<file path="src/rtl/lcd_pkg.sv">
// Opcodes, receiver states and reset constants shared by the
// 8080-bus command receiver and its window cursor.
package lcd_pkg;

   localparam logic [7:0] CMD_NOP     = 8'h00;
   localparam logic [7:0] CMD_SWRESET = 8'h01;
   localparam logic [7:0] CMD_SLPOUT  = 8'h11;
   localparam logic [7:0] CMD_DISPOFF = 8'h28;
   localparam logic [7:0] CMD_DISPON  = 8'h29;
   localparam logic [7:0] CMD_CASET   = 8'h2A;
   localparam logic [7:0] CMD_PASET   = 8'h2B;
   localparam logic [7:0] CMD_RAMWR   = 8'h2C;
   localparam logic [7:0] CMD_MADCTL  = 8'h36;
   localparam logic [7:0] CMD_COLMOD  = 8'h3A;

   localparam logic [7:0] COLMOD_RST  = 8'h66;

   typedef enum logic [2:0] {
      IDLE,
      CASET_P,
      PASET_P,
      RAMWR_HI,
      RAMWR_LO,
      ONE_P,
      IGNORE
   } rx_state_t;

endpackage

</file>
<file path="src/rtl/lcd_window_cursor.sv">
// Column/page window bounds and the RAMWR write cursor that
// walks the window row by row, wrapping back to its origin.
module lcd_window_cursor
   import lcd_pkg::*;
#(
   parameter int H_RES   = 240,
   parameter int V_RES   = 320,
   parameter int COORD_W = 9
) (
   input  logic               clk,
   input  logic               rst,
   input  logic               srst,
   input  logic               load_col,
   input  logic               load_page,
   input  logic               start,
   input  logic               adv,
   input  logic [COORD_W-1:0] ld_s,
   input  logic [COORD_W-1:0] ld_e,
   output logic [COORD_W-1:0] cur_x,
   output logic [COORD_W-1:0] cur_y,
   output logic               win_bad
);

   logic [COORD_W-1:0] sc, ec, sp, ep;

   assign win_bad = (sc > ec) || (sp > ep);

   always_ff @(posedge clk or posedge rst) begin
      if (rst) begin
         sc    <= '0;
         sp    <= '0;
         ec    <= COORD_W'(H_RES - 1);
         ep    <= COORD_W'(V_RES - 1);
         cur_x <= '0;
         cur_y <= '0;
      end else if (srst) begin
         sc    <= '0;
         sp    <= '0;
         ec    <= COORD_W'(H_RES - 1);
         ep    <= COORD_W'(V_RES - 1);
         cur_x <= '0;
         cur_y <= '0;
      end else begin
         if (load_col) begin
            sc <= ld_s;
            ec <= ld_e;
         end
         if (load_page) begin
            sp <= ld_s;
            ep <= ld_e;
         end
         if (start) begin
            cur_x <= sc;
            cur_y <= sp;
         end else if (adv) begin
            if (cur_x == ec) begin
               cur_x <= sc;
               cur_y <= (cur_y == ep) ? sp : cur_y + 1'b1;
            end else begin
               cur_x <= cur_x + 1'b1;
            end
         end
      end
   end

endmodule

</file>
<file path="src/rtl/lcd_cmd_receiver.sv">
// Display-side 8080 write-bus receiver: decodes commands and
// parameters and turns RAMWR byte pairs into RGB565 pixel writes.
module lcd_cmd_receiver
   import lcd_pkg::*;
#(
   parameter int H_RES   = 240,
   parameter int V_RES   = 320,
   parameter int COORD_W = 9
) (
   input  logic               clk,
   input  logic               rst,
   input  logic               wr,
   input  logic               dcx,
   input  logic [7:0]         D,
   output logic               pix_we,
   output logic [COORD_W-1:0] pix_x,
   output logic [COORD_W-1:0] pix_y,
   output logic [15:0]        pix_data,
   output logic               disp_on,
   output logic               sleep,
   output logic [7:0]         colmod,
   output logic               cmd_err
);

   rx_state_t          state;
   logic               wr_q;
   logic               strobe, cmd_byte, dat_byte;
   logic [1:0]         cnt;
   logic [7:0]         hi_q;
   logic [COORD_W-1:0] s_tmp, word;
   logic               one_colmod;
   logic [7:0]         madctl;
   logic               unused_madctl;
   logic [COORD_W-1:0] cur_x, cur_y;
   logic               win_bad, in_range;
   logic               load_col, load_page;
   logic               cur_start, cur_adv, srst;

   assign strobe    = wr & ~wr_q;
   assign cmd_byte  = strobe & ~dcx;
   assign dat_byte  = strobe & dcx;
   assign word      = COORD_W'({hi_q, D});
   assign in_range  = (cur_x < COORD_W'(H_RES)) &&
                      (cur_y < COORD_W'(V_RES));
   assign srst      = cmd_byte && (D == CMD_SWRESET);
   assign cur_start = cmd_byte && (D == CMD_RAMWR) && !win_bad;
   assign cur_adv   = dat_byte && (state == RAMWR_LO);
   assign load_col  = dat_byte && (state == CASET_P) && (cnt == 2'd3);
   assign load_page = dat_byte && (state == PASET_P) && (cnt == 2'd3);

   // MADCTL is accepted and kept but has no effect on addressing.
   assign unused_madctl = ^madctl;

   lcd_window_cursor #(
      .H_RES   (H_RES),
      .V_RES   (V_RES),
      .COORD_W (COORD_W)
   ) u_cursor (
      .clk       (clk),
      .rst       (rst),
      .srst      (srst),
      .load_col  (load_col),
      .load_page (load_page),
      .start     (cur_start),
      .adv       (cur_adv),
      .ld_s      (s_tmp),
      .ld_e      (word),
      .cur_x     (cur_x),
      .cur_y     (cur_y),
      .win_bad   (win_bad)
   );

   always_ff @(posedge clk or posedge rst) begin
      if (rst) wr_q <= 1'b0;
      else     wr_q <= wr;
   end

   always_ff @(posedge clk or posedge rst) begin
      if (rst) begin
         state      <= IDLE;
         cnt        <= '0;
         hi_q       <= '0;
         s_tmp      <= '0;
         one_colmod <= 1'b0;
         madctl     <= '0;
         pix_we     <= 1'b0;
         pix_x      <= '0;
         pix_y      <= '0;
         pix_data   <= '0;
         disp_on    <= 1'b0;
         sleep      <= 1'b1;
         colmod     <= COLMOD_RST;
         cmd_err    <= 1'b0;
      end else begin
         pix_we  <= 1'b0;
         cmd_err <= 1'b0;
         if (cmd_byte) begin
            cnt   <= '0;
            state <= IDLE;
            unique case (1'b1)
               (D == CMD_NOP): ;
               (D == CMD_SWRESET): begin
                  madctl   <= '0;
                  pix_x    <= '0;
                  pix_y    <= '0;
                  pix_data <= '0;
                  disp_on  <= 1'b0;
                  sleep    <= 1'b1;
                  colmod   <= COLMOD_RST;
               end
               (D == CMD_SLPOUT):  sleep   <= 1'b0;
               (D == CMD_DISPOFF): disp_on <= 1'b0;
               (D == CMD_DISPON):  disp_on <= 1'b1;
               (D == CMD_CASET):   state   <= CASET_P;
               (D == CMD_PASET):   state   <= PASET_P;
               (D == CMD_COLMOD): begin
                  state      <= ONE_P;
                  one_colmod <= 1'b1;
               end
               (D == CMD_MADCTL): begin
                  state      <= ONE_P;
                  one_colmod <= 1'b0;
               end
               (D == CMD_RAMWR): begin
                  if (win_bad) begin
                     cmd_err <= 1'b1;
                     state   <= IGNORE;
                  end else begin
                     state <= RAMWR_HI;
                  end
               end
               default: begin
                  cmd_err <= 1'b1;
                  state   <= IGNORE;
               end
            endcase
         end else if (dat_byte) begin
            case (state)
               CASET_P, PASET_P: begin
                  cnt <= cnt + 2'd1;
                  if (!cnt[0])       hi_q  <= D;
                  if (cnt == 2'd1)   s_tmp <= word;
                  if (cnt == 2'd3)   state <= IDLE;
               end
               ONE_P: begin
                  if (one_colmod) colmod <= D;
                  else            madctl <= D;
                  state <= IDLE;
               end
               RAMWR_HI: begin
                  hi_q  <= D;
                  state <= RAMWR_LO;
               end
               RAMWR_LO: begin
                  if (in_range) begin
                     pix_we   <= 1'b1;
                     pix_x    <= cur_x;
                     pix_y    <= cur_y;
                     pix_data <= {hi_q, D};
                  end
                  state <= RAMWR_HI;
               end
               default: ;
            endcase
         end
      end
   end

endmodule

</file>
<file path="config.mk">
export PLATFORM = sky130hd
export DESIGN_NAME = lcd_cmd_receiver
export DESIGN_NICKNAME = d
export VERILOG_FILES = /design/src/rtl/lcd_pkg.sv /design/src/rtl/lcd_window_cursor.sv /design/src/rtl/lcd_cmd_receiver.sv
export SDC_FILE = /design/constraint.sdc
export NUM_CORES = 1
export LEC_CHECK = 0
export BUFFER_PORTS_ARGS = -buffer_cell sky130_fd_sc_hd__buf_2
export CAP_MARGIN = 30
export CORE_ASPECT_RATIO = 0.8
export CORE_MARGIN = 4
export CORE_UTILIZATION = 48
export CTS_CLUSTER_DIAMETER = 40
export DETAILED_ROUTE_END_ITERATION = 12
export GPL_TIMING_DRIVEN = 0
export PLACE_DENSITY = 0.65
export SLEW_MARGIN = 20
export SYNTH_ARGS = -nofsm -noshare
export SYNTH_HDL_FRONTEND = slang
export SYNTH_HIERARCHICAL = 1
export SYNTH_SLANG_ARGS = --single-unit
</file>
<file path="constraint.sdc">
create_clock -name clk -period 3.2 [get_ports clk]
set_input_delay 0.16 -clock clk [delete_from_list [all_inputs] [get_ports clk]]
set_output_delay 0.16 -clock clk [all_outputs]
set_load 0.01 [all_outputs]
</file>
* Word level (Yosys, flattened, before mapping) *
Cells that the tools add are included.

storage, ports and cells
  bits in registers = 124
  output and inout bits = 46

cells by class
  add/subtract/negate cells = 3
  $lt $le $gt $ge = 4
  equality and inequality tests = 21
  mux-type cells = 57
  bitwise operators = 6
  reductions and logical operators = 42

operator list
  cell                   count
  $mux W9                26
  $mux W16               5
  $eq A8 B6 Y1 const B   7
  $mux W8                6
  $reduce_bool A2 Y1     12
  $add A9 B1 Y9 const B  2
  $eq A9 B9 Y1           2
  $gt A9 B9 Y1           2
  $pmux W8 S2            1
  $reduce_and A4 Y1      4
  $pmux W3 S5            1
  $mux W3                4
  $pmux W3 S4            1
  $reduce_and A2 Y1      5
  $logic_and A1 B1 Y1    9
  $lt A9 B8 Y1 const B   1
  $lt A9 B9 Y1 const B   1
  $reduce_or A9 Y1       1
  $eq A8 B1 Y1 const B   1
  $eq A8 B5 Y1 const B   1
  $logic_not A8 Y1       1
  $pmux W1 S2            4
  $eq A3 B2 Y1 const B   2
  $eq A3 B3 Y1 const B   2
  other kinds (18)       32

* Logic depth before layout (Yosys ltp) *
  word-level depth = 7
  mapped depth = 17

* Cells and area by module *
Netlist, hierarchy kept.

modules (own cells, without submodules)
  module             times used  cells each  area an instance (sq um)  sequential area each (sq um)
  lcd_window_cursor  1           344         3259.4                    1368.8
  lcd_cmd_receiver   1           258         3050.4                    1757.9

* Least setup slack after synthesis *
Ideal clock, no wire load.

  path type = register -> register
  from = register u_cursor.ec[6]
  to = register u_cursor.cur_x[6]
  arrival time = 2.920 ns
  slack = 0.146 ns
  cell stages (with the launch flop) = 17
  period minus slack after synthesis = 3.054 ns
  path through = dfstp_2 > inv_1 > ha_1 > and3_1 > a221oi_1 > o21ai_0 > a211oi_1 > o22ai_1 > nand2b_1 > nor2_1 > clkbuf_1 > inv_1 > o31ai_4 > buf_4 > nor3_1 > o21ai_0 > o21ai_0

between the ends
  word-level cells in the longest chain between the ends = 6
  elaborated cells on any way between the ends = 10

RTL lines
  item                    RTL line                 source
  from (decl)             lcd_window_cursor.sv:24  logic [COORD_W-1:0] sc, ec, sp, ep;
  from (signal assigned)  lcd_window_cursor.sv:32  ec <= COORD_W'(H_RES - 1);
  from (signal assigned)  lcd_window_cursor.sv:39  ec <= COORD_W'(H_RES - 1);
  from (signal assigned)  lcd_window_cursor.sv:46  ec <= ld_e;
  $gt A9 B9 Y1 *          lcd_window_cursor.sv:26  assign win_bad = (sc > ec) || (sp > ep);
  $logic_or A1 B1 Y1 *    lcd_window_cursor.sv:26
  named net win_bad       lcd_cmd_receiver.sv:35   logic win_bad, in_range;
  $logic_not A1 Y1 *      lcd_cmd_receiver.sv:46   assign cur_start = cmd_byte && (D == CMD_RAMWR) && !win_bad;
  $logic_and A1 B1 Y1 *   lcd_cmd_receiver.sv:46
  named net cur_start     lcd_cmd_receiver.sv:37   logic cur_start, cur_adv, srst;
  $mux W9                 lcd_window_cursor.sv:52  if (start) begin
  $mux W9                 lcd_window_cursor.sv:36  end else if (srst) begin
  to (signal assigned)    lcd_window_cursor.sv:60  cur_x <= cur_x + 1'b1;
  to (decl)               lcd_window_cursor.sv:19  output logic [COORD_W-1:0] cur_x,

The timed path passes the listed nets; every way through them passes the cells marked *. The select of a mux whose other input is x is not followed.
A chain may end at the register's enable or synchronous reset.

* Worst setup path after layout *
  from = register u_cursor.ec[6]
  to = register u_cursor.cur_x[8]

Same word-level chain as after synthesis.

==> impl_metrics.yaml <==
clock_tree:
  clk_path_buf_depth: 2
  clockRootBuffer: "clkbuf_16"
  cts_tree: "done"
  cts.sinks: 124
  clkTransAtPathRegs_ns: 0.06
  cts_inserted_buffers: 17
  clk-insertion-delay-late_ns: 0.41
  htree_num_levels: 4
power_and_ir_drop:
  p_int_mw: 3.52
  seq_power_share_pct: 43.1
  finalPower_mw: 4.91
  power_density_nw_per_um2: 639
  power_switching_mw: 1.39
  clockPowerShare_pct: 39.9
  sw_frac_of_total_pct: 28.4
  comb_power_share_pct: 17.0
  leakage_nw: 3.66
  vdd_drop_max_v: 0.000496
yosys:
  avgSynthCellArea_sq_um: 10.5
  netlist_area_sq_um: 6310
  synth-seq-cells: 124
  synthCells: 602
  synth.net_count: 636
  synth_common_cells: "105 x dfrtp_1, 61 x nand2_1, 44 x nor2_1"
  ys_warn_count: 6
  synth_cell_types: 60
  yosysMostFrequentCell: "dfrtp_1"
  synth-main-ff-cell: "dfrtp_1"
  async_flop_share_pct: 100
  seq_area_frac_synth_pct: 49.6
  synth_area_leaders: "dfrtp_1 42%, dfstp_2 7.9%, mux2i_1 5.2%"
  synth_top_area_share_pct: 41.6
  yosysTopAreaCell: "dfrtp_1"
  synth_edf_count: 0
placement:
  dp_hpwl_mm: 12.0
  numPortBuffers: 56
  placed_area_sq_um: 6850
  place_inst: 836
  globalplace.congestion: 0.950
setup_path:
  path_max_fanout: 7
  critPathCaptureType: "flop"
  crit_arrival_ns: 3.38
  worstPathRequired_ns: 3.49
  path_class: "reg -> reg"
  r2r_slack_ns: 0.11
  critPathLaunchType: "flop"
timing:
  timing.final.crit_period_ns: 3.09
  finClkSkew_ns: 0.00791
  finalSetupViolCount: 0
  worst_pin_slew_ns: 1.16
  maxSlewHeadroom_pct: 22.7
  fin_crit_sh_pct: 96.6
  hold_ws_ns: 0.0464
  fmax_mhz: 324
  hold_viol: 0
  slew_viol_final: 0
layout:
  diodes: 0
  drive_gt1_share_pct: 24.1
  area_growth_pct: 22.0
  nets: 726
  fin_area_sq_um: 7690
  final_cells: 880
drt:
  dr.pass1.iters: 5
  via_per_inst: 5.80
  drc: 0
  wl_per_cell_um: 18.9
  ant_nets: 0
  wirelength_mm: 16.6
  vias: 5108
  drt_iter0_markers: 404
die:
  die_x_um: 136
  die_area_sq_um: 15100
  core_region_area_sq_um: 12900
  start_util_pct: 49.0
  die_h_um: 111
  ios: 58
  rows: 37
global_routing:
  track_usage_pct: 22.8
  grt_first_pass_wirelength_mm: 26.8
  antenna_found_initial: 1
  grt_pass1_vias: 4943
  grt_overflow: 0
  grt_max_degree: 58
status:
  status: "completed"
hold_path:
  hold_path.class: "in -> reg"
flow_run:
  cap_violations: 0
==> worst paths after layout <==
path / startpoint / to / cells past startpoint
min in group asynchronous: rst / pix_we$_DFF_PP0_ / 3
setup reg to reg: u_cursor/ec[6]$_DFFE_PP1P_ / u_cursor/cur_x[8]$_DFFE_PP0P_ / 16
hold reg to reg: pix_x[8]$_DFFE_PP0P_ / pix_x[8]$_DFFE_PP0P_ / 1
max in group asynchronous: rst / u_cursor/ep[7]$_DFFE_PP0P_ / 3
setup / recovery: u_cursor/ec[6]$_DFFE_PP1P_ / u_cursor/cur_x[8]$_DFFE_PP0P_ / 16
hold / removal: D[5] / u_cursor/ep[5]$_DFFE_PP1P_ / 3
==> repair_timing <==
action | 4_1_cts | 5_1_grt
setup endpoints to repair | 17 | 17
hold buffers | 2 | 0
cloned | 0 | 2
hold endpoints to repair | 54 | 0
gates resized for setup | 11 | 24
setup buffers | 2 | 6
pin swaps | 3 | 4
==> state kept, by name, indices dropped and copies added, names as in the netlist <==
signal          cells
cmd_err             1
cnt                 2
colmod              8
disp_on             1
hi_q                8
one_colmod          1
pix_data           16
pix_we              1
pix_x               9
pix_y               9
s_tmp               9
sleep               1
state               3
u_cursor/cur_x      9
u_cursor/cur_y      9
u_cursor/ec         9
u_cursor/ep         9
u_cursor/sc         9
u_cursor/sp         9
wr_q                1
==> through the flow <==
step           TNS (ns)  utilization, %  worst slack, ns
2_1_floorplan         0               -            0.146
3_3_place_gp      -5.49            52.9           -0.407
3_5_place_dp      -7.11            53.2           -0.516
4_1_cts               0            58.5          0.00131
5_1_grt         -0.0801            59.8          -0.0219
6_report              0            59.8            0.110
==> metal layers <==
| metal | GRT usage [%] | routed length [um] |
|---|---|---|
| met1 | 34.6 | 7890 |
| met4 | 5.78 | 237 |
| met3 | 5.56 | 1190 |
| met2 | 32.6 | 7300 |
| met5 | 0 | 13 |
==> cells by family (layout without fill, tap and decap cells) <==
logic type | Yosys count | count (layout) | share of synthesized area, %
compound gates | 131 | 131 | 14.4
xor+xnor | 21 | 21 | 2.91
fa+ha+maj | 22 | 22 | 4.36
buf+inv | 60 | 163 | 4.36
flops | 124 | 124 | 49.6
mux | 52 | 52 | 8.63
simple gates | 192 | 192 | 15.8
==> cell type report <==
cell class | count | area, sq um
inverters | 28 | 110
well taps | 175 | 219
multi-input cells | 418 | 3030
fillers | 1093 | 5170
repair buffers | 71 | 414
clock inverters | 13 | 168
clock buffers | 19 | 443
flip-flops and latches | 124 | 3130
plain buffers | 32 | 189
==> worst max-delay path, stage by stage (launching register included) <==
cell	delay, ns
dfstp_2	0.54
inv_1	0.07
ha_4	0.22
and3_4	0.19
a221oi_2	0.25
o21ai_1	0.12
a211oi_2	0.27
o22ai_2	0.15
nand2b_4	0.18
nor2_4	0.14
buf_8	0.14
inv_1	0.07
o31ai_4	0.12
buf_6	0.19
nor3b_1	0.05
o21ai_0	0.15
o21ai_0	0.10
==> cells in the final DEF (no fill, tap or decap), types with 3 or more instances in the layout <==
cell type | synthesis | final
a211oi_2 | 0 | 3
a21oi_1 | 15 | 15
a22o_1 | 33 | 33
a31oi_1 | 5 | 5
and3_1 | 9 | 8
buf_1 | 5 | 5
buf_2 | 7 | 66
buf_4 | 1 | 9
buf_6 | 5 | 7
bufinv_16 | 0 | 3
clkbuf_1 | 14 | 13
clkbuf_16 | 0 | 17
clkinv_4 | 0 | 5
dfrtp_1 | 105 | 105
dfstp_2 | 19 | 19
ha_1 | 22 | 20
inv_1 | 27 | 25
mux2_1 | 17 | 17
mux2i_1 | 33 | 33
nand2_1 | 61 | 61
nand2b_1 | 10 | 8
nand3_1 | 9 | 9
nand4_1 | 4 | 4
nor2_1 | 44 | 43
nor2b_1 | 7 | 7
nor3_1 | 15 | 14
nor3b_1 | 10 | 9
o211ai_1 | 12 | 12
o21a_1 | 3 | 3
o21ai_0 | 27 | 21
o21ai_1 | 15 | 20
o221ai_1 | 5 | 3
xnor2_1 | 12 | 12
xor2_1 | 9 | 9
==> power groups by stage <==
stage | Clock (mW) | Sequential, mW | Combinational (mW)
2_1_floorplan | 0 | 2.14 | 0.478
3_3_place_gp | 0 | 2.13 | 0.797
3_5_place_dp | 0 | 2.13 | 0.829
4_1_cts | 1.99 | 2.12 | 0.837
5_1_grt | 2.07 | 2.16 | 0.926
6_report | 1.96 | 2.12 | 0.834
Note: power is estimated with default switching activity, not from simulation.
